[src/rtl/mul_seq_if.sv]
// Request/response bundle between the core FSM and the iterative multiplier.
// Pure wiring, no latency of its own.
// No backpressure: requests while busy are dropped by the slave.
interface mul_seq_if #(
   parameter int WIDTH = 32
);
   logic             Start;
   logic [WIDTH-1:0] SrcA;
   logic [WIDTH-1:0] SrcB;
   logic             Long;
   logic             Signed;
   logic             Busy;
   logic             Done;
   logic [WIDTH-1:0] ResultLo;
   logic [WIDTH-1:0] ResultHi;

   // Core FSM side: issues operands, observes status and results
   modport master (
      output Start, SrcA, SrcB, Long, Signed,
      input  Busy, Done, ResultLo, ResultHi
   );

   // Multiplier side
   modport slave (
      input  Start, SrcA, SrcB, Long, Signed,
      output Busy, Done, ResultLo, ResultHi
   );
endinterface

[src/rtl/mul_seq.sv]
// Shift-add multiply sequencer (MUL/UMULL/SMULL); optional MUL_EARLY_EXIT_EN macro.
// Latency: Done in cycle WIDTH+2 after Start (early-exit build: CALC length + 2).
// Backpressure: Busy high from cycle 1 through DONE; Start while not IDLE is ignored.
module mul_seq #(
   parameter int WIDTH = 32
) (
   input  logic      clk,
   input  logic      reset,
   mul_seq_if.slave  bus
);
   localparam int CW = $clog2(WIDTH + 1);

   typedef enum logic [1:0] {S_IDLE, S_CALC, S_FIX, S_DONE} state_t;

   state_t               r_state;
   logic [2*WIDTH-1:0]   r_acc;
   logic [2*WIDTH-1:0]   r_mcand;
   logic [WIDTH-1:0]     r_mplier;
   logic [CW-1:0]        r_cnt;
   logic                 r_neg;
   logic                 r_long;
   logic                 r_busy;
   logic                 r_done;
   logic [WIDTH-1:0]     r_res_lo;
   logic [WIDTH-1:0]     r_res_hi;

   // Magnitudes are only taken for SMULL; MUL/UMULL operands pass through untouched.
   // The most negative value maps to 2^(W-1), which still fits unsigned.
   logic                 w_sgn;
   logic [WIDTH-1:0]     w_abs_a;
   logic [WIDTH-1:0]     w_abs_b;
   logic [2*WIDTH-1:0]   w_acc_add;
   logic [2*WIDTH-1:0]   w_acc_fix;
   logic                 w_calc_last;

   assign w_sgn     = bus.Signed & bus.Long;
   assign w_abs_a   = (w_sgn & bus.SrcA[WIDTH-1]) ? (~bus.SrcA + 1'b1) : bus.SrcA;
   assign w_abs_b   = (w_sgn & bus.SrcB[WIDTH-1]) ? (~bus.SrcB + 1'b1) : bus.SrcB;
   assign w_acc_add = r_mplier[0] ? (r_acc + r_mcand) : r_acc;
   assign w_acc_fix = r_neg ? (~r_acc + 1'b1) : r_acc;

`ifdef MUL_EARLY_EXIT_EN
   // Stop once no multiplier bits remain after this cycle's shift
   assign w_calc_last = (r_cnt == CW'(1)) || (r_mplier[WIDTH-1:1] == '0);
`else
   assign w_calc_last = (r_cnt == CW'(1));
`endif

   // Sequencer FSM with registered status and result outputs
   always_ff @(posedge clk or negedge reset) begin
      if (!reset) begin
         r_state  <= S_IDLE;
         r_acc    <= '0;
         r_mcand  <= '0;
         r_mplier <= '0;
         r_cnt    <= '0;
         r_neg    <= 1'b0;
         r_long   <= 1'b0;
         r_busy   <= 1'b0;
         r_done   <= 1'b0;
         r_res_lo <= '0;
         r_res_hi <= '0;
      end else begin
         case (r_state)
            S_IDLE: begin
               if (bus.Start) begin
                  r_mcand  <= {{WIDTH{1'b0}}, w_abs_a};
                  r_mplier <= w_abs_b;
                  r_acc    <= '0;
                  r_neg    <= w_sgn & (bus.SrcA[WIDTH-1] ^ bus.SrcB[WIDTH-1]);
                  r_cnt    <= CW'(WIDTH);
                  r_long   <= bus.Long;
                  r_busy   <= 1'b1;
                  r_state  <= S_CALC;
               end
            end
            S_CALC: begin
               r_acc    <= w_acc_add;
               r_mcand  <= r_mcand << 1;
               r_mplier <= r_mplier >> 1;
               r_cnt    <= r_cnt - 1'b1;
               if (w_calc_last) begin
                  r_state <= S_FIX;
               end
            end
            S_FIX: begin
               // Sign correction and result capture share the FIX->DONE edge
               r_acc    <= w_acc_fix;
               r_res_lo <= w_acc_fix[WIDTH-1:0];
               r_res_hi <= r_long ? w_acc_fix[2*WIDTH-1:WIDTH] : '0;
               r_done   <= 1'b1;
               r_state  <= S_DONE;
            end
            S_DONE: begin
               r_done  <= 1'b0;
               r_busy  <= 1'b0;
               r_state <= S_IDLE;
            end
            default: begin
               r_busy  <= 1'b0;
               r_done  <= 1'b0;
               r_state <= S_IDLE;
            end
         endcase
      end
   end

   assign bus.Busy     = r_busy;
   assign bus.Done     = r_done;
   assign bus.ResultLo = r_res_lo;
   assign bus.ResultHi = r_res_hi;
endmodule

[src/flat_wrapper.sv]
// flat-port wrapper written by rule: the top's interface ports become plain ports
module mul_seq_flat 
#(
   parameter int WIDTH = 32
)
  (clk, reset, bus_Start, bus_SrcA, bus_SrcB, bus_Long, bus_Signed, bus_Busy, bus_Done, bus_ResultLo, bus_ResultHi);
  mul_seq_if #(.WIDTH(WIDTH)) bus_i ();
  input  logic clk;
  input  logic reset;
  input wire logic [$bits(bus_i.Start)-1:0] bus_Start;
  input wire logic [$bits(bus_i.SrcA)-1:0] bus_SrcA;
  input wire logic [$bits(bus_i.SrcB)-1:0] bus_SrcB;
  input wire logic [$bits(bus_i.Long)-1:0] bus_Long;
  input wire logic [$bits(bus_i.Signed)-1:0] bus_Signed;
  output wire logic [$bits(bus_i.Busy)-1:0] bus_Busy;
  output wire logic [$bits(bus_i.Done)-1:0] bus_Done;
  output wire logic [$bits(bus_i.ResultLo)-1:0] bus_ResultLo;
  output wire logic [$bits(bus_i.ResultHi)-1:0] bus_ResultHi;
  assign bus_i.Start = bus_Start;
  assign bus_i.SrcA = bus_SrcA;
  assign bus_i.SrcB = bus_SrcB;
  assign bus_i.Long = bus_Long;
  assign bus_i.Signed = bus_Signed;
  assign bus_Busy = bus_i.Busy;
  assign bus_Done = bus_i.Done;
  assign bus_ResultLo = bus_i.ResultLo;
  assign bus_ResultHi = bus_i.ResultHi;
  mul_seq #(.WIDTH(WIDTH)) u_core (.clk(clk), .reset(reset), .bus(bus_i));
endmodule
[config.mk]
export PLATFORM = sky130hd
export DESIGN_NAME = mul_seq_flat
export DESIGN_NICKNAME = d
export VERILOG_FILES = /design/src/rtl/mul_seq_if.sv /design/src/rtl/mul_seq.sv /design/src/flat_wrapper.sv
export SDC_FILE = /design/constraint.sdc
export NUM_CORES = 1
export LEC_CHECK = 0
export ABC_AREA = 1
export CELL_PAD_IN_SITES_DETAIL_PLACEMENT = 0
export CELL_PAD_IN_SITES_GLOBAL_PLACEMENT = 1
export CORE_AREA = 5 5 224 226
export CTS_CLUSTER_DIAMETER = 120
export DETAILED_ROUTE_END_ITERATION = 7
export DIE_AREA = 0 0 229 231
export PLACE_DENSITY_LB_ADDON = 0.15
export SYNTH_ARGS = -nofsm -noshare
export SYNTH_HDL_FRONTEND = slang
export SYNTH_SLANG_ARGS = --single-unit
[constraint.sdc]
create_clock -name clk -period 2.7 [get_ports clk]
set_input_delay 0.27 -clock clk [delete_from_list [all_inputs] [get_ports clk]]
set_output_delay 0.27 -clock clk [all_outputs]
set_load 0.01 [all_outputs]
==> impl_metrics.ini, run 1 <==
[run_status]
status = finished, final reports clean

[critical_path]
cp_data_arrival_time_ns = 3.13
regToRegStartpoint = u_core.r_acc[6]
path_max_fanout = 5
crit_top_cell = nand2_1
reg2reg_depth = 13
required_ns = 3.16
cp-start-kind = flop
path_cells = buf_4, nor2_2, nand3_1, nor2_2, nand2_1, nor2_2, nand2_1, nand2_1, nand2_1, nand3_1, nand2_1, nand2_1, nand2_1
critical_path_class = reg2reg
timing.rr.end = u_core.r_acc[43]
slowest_stage = dfrtp_1
rrSetupSlack_ns = 0.03
cpPeakStageDelay_ns = 0.40
critPathCaptureType = flop

[final_layout]
final_area_um2 = 24000
drive_gt1_share_pct = 8.61
num-nets-final = 3663
n_antenna_cell = 0
fillCellCount = 5001
stdcell_count = 4165
utilization_pct = 49.9
synthToLayoutAreaGrowth_pct = 21.2

[placement]
hpwl_um = 65900
gp_congestion = 1.00
dpl_cell_area_um2 = 22800
port_buffers = 134
post-place-ws_ns = -0.0575
place_inst = 4111

[cts]
cts_sinks = 236
clkLatencyLatePin_ns = 0.58
cts.path.max_buffers = 3
cts_tree = yes
root_buffer = clkbuf_16
clkTransAtPathRegs_ns = 0.06
numCtsBuffers = 29
htreeDepth = 1

[floorplan]
ios = 135
start_util_pct = 41.2
fp.dieH_um = 231
core_um2 = 48100
die_area_um2 = 52900
num_rows = 81
die_width_um = 229

[detailed_routing]
drt_wl_total_um = 82400
wl_per_cell_um = 19.8
avgViaCountPerCell = 5.31
wl_met2_um = 34900
vias = 22122
drtIter0Drc = 2153
dr.pass1.iters = 6
drt-met1-wl_um = 37900
ant_nets = 0
drc_errors = 0
met3_length_um = 7020
highest_layer = met4

[synthesis]
synth-edff-count = 0
yosys.area.top_type = dfrtp_1
synth_area_um2 = 19800
ys_top_cells_by_count = nand2_1, inv_1, nor2_1
yosysTopAreaCellShare_pct = 29.8
synthArstFlopShare_pct = 100
ys_ff_latch = 236
synth_cells = 3298
synth-compound-area-share_pct = 12.3
synthDistinctLibCells = 47
synthAdderAreaFrac_pct = 4.64
synth.area.mux_share_pct = 0
ys_seq_area_share_pct = 29.8
avgSynthCellArea_um2 = 6.01
yosys.area_share.xor_xnor_pct = 1.81
synth_area_leaders = dfrtp_1, nand2_1, inv_1
synth-main-ff-cell = dfrtp_1
synth_most_common_cell = nand2_1
synthSimpleGateAreaFrac_pct = 39.4
syn_nets = 3440
yosysWarnings = 0
synth_top_family_by_area = simple AND/OR/NAND/NOR gates

[timing]
worst_pin_slew_ns = 0.893
hold_violations = 0
finalMaxSlewViolations = 0
max_freq_mhz = 375
clock_skew_ns = 0.0162
slew_headroom_pct = 40.4
min_period_ns = 2.67
period_share_pct = 98.8
setup_viol = 0
fin_ws_ns = 0.0311

[power]
power_density_nw_per_um2 = 1350
ir_drop_v = 0.000802
cellLeakagePower_nw = 13.1

[global_routing]
antenna_found_initial = 1
grt_pass1_wl_um = 126000
grt_pass1_vias = 21296
grt_max_degree = 77
grt_overflow_total = 0
track_usage_pct = 30.5

[run]
maxCapViolations = 0

[hold_path]
hold_path_class = in2async
[layout by cell type, fill, tap and decap left out, drive strengths merged, types with 5 or more instances in the layout]
master / Yosys / final
nand4: 49 / 49
clkinv: 0 / 5
inv: 534 / 533
ha: 72 / 72
o22ai: 32 / 32
o31ai: 5 / 5
clkdlybuf4s50: 0 / 133
buf: 44 / 146
nand3b: 13 / 13
o221ai: 12 / 12
nand2: 1243 / 1243
o21ai: 228 / 228
nor3: 33 / 33
dfrtp: 236 / 236
o211ai: 27 / 27
xor2: 28 / 28
nor2: 336 / 336
nand3: 197 / 197
clkbuf: 44 / 44
xnor2: 13 / 13
a21oi: 128 / 128
[metal layers]
layer	vias to the layer above	GRT usage, %
met5	-	0
met4	0	8.59
met3	127	5.88
met2	844	46.7
met1	10339	44.0
li1	10812	-
[worst max-delay path by stage]
| stage | startpoint | to | slack, ns |
|---|---|---|---|
| detailed placement | u_core.r_acc[0] | u_core.r_acc[60] | -0.06 |
| global route | u_core.r_mcand[0] | u_core.r_acc[32] | -0.004 |
| global placement | u_core.r_acc[0] | u_core.r_acc[60] | -0.06 |
| CTS | u_core.r_acc[6] | u_core.r_acc[59] | 0.005 |
| floorplan | u_core.r_acc[0] | u_core.r_acc[32] | 0.60 |
| finish | u_core.r_acc[6] | u_core.r_acc[43] | 0.03 |
[cell type report]
| class | instances | area (um2) | area share [%] |
|---|---|---|---|
| Tap cell | 622 | 778 | 3.24 |
| Sequential cell | 236 | 5910 | 24.6 |
| Clock inverter | 9 | 155 | 0.646 |
| Multi-Input combinational cell | 2440 | 11700 | 48.8 |
| Inverter | 534 | 2010 | 8.35 |
| Timing Repair Buffer | 280 | 2590 | 10.8 |
| Clock buffer | 44 | 862 | 3.59 |
[per-stage QoR]
stage | hold WS [ns] | power [mW] | setup TNS [ns]
3_5_place_dp | 0.284 | 27.5 | -0.0883
2_1_floorplan | -0.0256 | 18.7 | 0
5_1_grt | 0.311 | 34.8 | -0.00414
6_report | 0.257 | 32.5 | 0
4_1_cts | 0.267 | 31.9 | 0
3_3_place_gp | 0.278 | 27.4 | -0.0877
[power by group]
| group | internal (mW) | switching [mW] |
|---|---|---|
| Clock | 2.57 | 1.67 |
| Combinational | 7.08 | 14.9 |
| Sequential | 4.97 | 1.31 |
[what timing repair did]
item                                    4_1_cts  5_1_grt
setup buffers                                 0        0
endpoints found under the setup margin        4       29
endpoints found under the hold margin        60        0
hold buffers                                  1        0
resized for setup                             2       42
[sequential cells by signal, summed over array words and instances, names as in the netlist]
name / cells
u_core.r_acc: 64
u_core.r_mcand: 64
u_core.bus.ResultHi: 32
u_core.bus.ResultLo: 32
u_core.r_mplier: 32
u_core.r_cnt: 6
u_core.r_state: 2
u_core.bus.Busy: 1
u_core.bus.Done: 1
u_core.r_long: 1
u_core.r_neg: 1
[logic make-up (layout without fill, tap and decap cells)]
| group | Yosys count | after routing |
|---|---|---|
| buf+inv | 622 | 867 |
| compound gates | 444 | 444 |
| xor+xnor | 41 | 41 |
| flops | 236 | 236 |
| fa+ha+maj | 73 | 73 |
| simple gates | 1882 | 1882 |
[critical path: cells and delay by family, from the launching register on]
kind	cells	cell delay [ns]
buffers and inverters	1	0.17
AND/OR/NAND/NOR	12	2.00
flip-flops	1	0.40
Power figures use the tool's default switching activity.
==> run 2: changes to the inputs <==
--- a/config.mk
+++ b/config.mk
@@ -8,10 +8,10 @@
 export ABC_AREA = 1
 export CELL_PAD_IN_SITES_DETAIL_PLACEMENT = 0
 export CELL_PAD_IN_SITES_GLOBAL_PLACEMENT = 1
-export CORE_AREA = 5 5 224 226
+export CORE_AREA = 5 5 287 177
 export CTS_CLUSTER_DIAMETER = 120
 export DETAILED_ROUTE_END_ITERATION = 7
-export DIE_AREA = 0 0 229 231
+export DIE_AREA = 0 0 292 182
 export PLACE_DENSITY_LB_ADDON = 0.15
 export SYNTH_ARGS = -nofsm -noshare
 export SYNTH_HDL_FRONTEND = slang
==> run 2 against run 1 <==
  * Worst setup slack improved by 0.054 ns
  * Wire length increased by 7.3%
  * Count of clock-buffer cells in the layout is 7 lower
  * Sequential share of layout area decreased by 0.094 points
  * Largest power group unchanged
  * Clock power fell by 11%
  * Core utilization rose by 0.25 points
  * Power increased by 1.1%
  * Sequential cell count unchanged
  * First-iteration DRC count is 11% higher
  * Die area up 0.46%
  * Sequential power is 4.1% higher
==> impl_metrics.ini, run 2 (synthesis results as in run 1) <==
[global_routing]
grt_max_degree = 76
grt_pass1_wl_um = 130000
antenna_found_initial = 4
grt_overflow_total = 0
track_usage_pct = 32.4
grt_pass1_vias = 20456

[critical_path]
critPathCaptureType = flop
cp-start-kind = flop
required_ns = 3.03
cpPeakStageDelay_ns = 0.45
cp_data_arrival_time_ns = 2.94
critical_path_class = reg2reg
slowest_stage = dfrtp_1
path_cells = ha_4, inv_1, fa_1, inv_1, nand3_1, nand3_2, nand2_1, nand2_2, xnor2_2, o21ai_0, nand2_1, o21ai_0
path_max_fanout = 4

[floorplan]
ios = 135
num_rows = 63
die_area_um2 = 53100
core_um2 = 48200
die_width_um = 292
start_util_pct = 41.1
fp.dieH_um = 182

[power]
p_comb_share_pct = 68.5
intPower_mw = 14.4
cellLeakagePower_nw = 13.1
ir_drop_v = 0.000937
power_density_nw_per_um2 = 1360
clkPwrFrac_pct = 11.5
p_switching_mw = 18.4
pwr-share-seq_pct = 19.9
switching_share_pct = 56.0

[run_status]
status = finished, final reports clean

[timing]
hold_violations = 0
clock_skew_ns = 0.0328
rsz0062_at_grt = true
setup_viol = 0
slew_headroom_pct = 40.4
worst_pin_slew_ns = 0.884
finalMaxSlewViolations = 0
period_share_pct = 96.8
max_freq_mhz = 382
tns_ns = 0
min_period_ns = 2.61

[hold_path]
hold_path_class = in2async

[detailed_routing]
drt-met1-wl_um = 42600
ant_nets = 0
avgViaCountPerCell = 5.30
highest_layer = met5
wl_per_cell_um = 21.0
vias = 22328
drc_errors = 0
dr.pass1.iters = 6
drtIter0Drc = 2399
met3_length_um = 15100
drt_wl_total_um = 88500
wl_met2_um = 29800

[placement]
port_buffers = 134
gp_congestion = 1.12
hpwl_um = 71900

[cts]
cts_tree = yes
cts.path.max_buffers = 3
root_buffer = clkbuf_16
clkLatencyLatePin_ns = 0.58
cts_sinks = 236
clkTransAtPathRegs_ns = 0.07
htreeDepth = 1
numCtsBuffers = 26

[final_layout]
layout_common_cells = nand2_1, inv_1, nor2_1
num-nets-final = 3681
final_common_cell = nand2_1
synthToLayoutAreaGrowth_pct = 22.0
top_regs = u_core.r_acc x64, u_core.r_mcand x64
drive_gt1_share_pct = 9.78
utilization_pct = 50.2

[run]
maxCapViolations = 0
-- run 2: area by class of cell --
type,count,area (um2)
clock buffer,37,752
tap,650,813
timing repair buffer,301,2790
sequential,236,5930
multi-input combinational,2440,11800
antenna,1,2.50
clock inverter,10,120
fill,5105,24000
inverter,534,2010
-- run 2: path summary, 6_finish.rpt --
path,start,to,slack (ns),cells after the start
min in group clk,bus_Long,u_core.r_long,0.31,3
max reg2reg,u_core.r_acc[0],u_core.r_acc[8],0.09,12
max in group asynchronous,reset,u_core.r_acc[6],1.50,3
max,u_core.r_acc[0],u_core.r_acc[8],0.09,12
min reg2reg,u_core.bus.ResultLo[23],u_core.bus.ResultLo[23],0.48,2
min,reset,u_core.r_mplier[25],0.26,2
-- run 2: layer usage --
layer  GRT usage [%]  up-vias
li1                -    10855
met1            49.1    10392
met2            38.6     1001
met3            20.6       74
met4            3.18        6
met5               0        -
-- run 2: stage by stage --
step / hold WS, ns / setup slack [ns] / total power, mW / cell area (um2) / cells
final: 0.265 / 0.0855 / 32.8 / 24200 / 4209
after detailed placement: 0.319 / -0.447 / 27.8 / 23000 / 4159
after CTS: 0.288 / 0.0143 / 31.8 / 23900 / 4207
after floorplan: -0.0256 / 0.596 / 18.7 / 19800 / 3298
after global placement: 0.318 / -0.484 / 27.6 / 23000 / 4159
after global routing: 0.333 / 0.000602 / 35.1 / 24200 / 4208
-- run 2: power by group through the flow --
| stage | Combinational (mW) | Sequential, mW | Clock (mW) |
|---|---|---|---|
| floorplan | 12.7 | 6.02 | 0 |
| global placement | 21.3 | 6.37 | 0 |
| detailed placement | 21.4 | 6.41 | 0 |
| CTS | 21.5 | 6.38 | 3.83 |
| global route | 24.5 | 6.63 | 3.96 |
| finish | 22.5 | 6.54 | 3.79 |
-- run 2: worst max-delay path, delay by kind of cell (launching register included) --
family / cells / cell delay (ns)
DFF: 1 / 0.45
adders and majority gates: 2 / 0.62
AOI/OAI and AO/OA: 2 / 0.40
and+or+nand+nor: 5 / 0.48
buffers and inverters: 2 / 0.18
xor gates and xnor gates: 1 / 0.22
-- run 2: timing repair --
item | in CTS | in global routing
endpoints found under the setup margin | 5 | 41
resized for setup | 7 | 71
pin swaps | 0 | 1
hold endpoints to repair | 72 | 0
buffers inserted | 0 | 1
hold buffers | 1 | 0
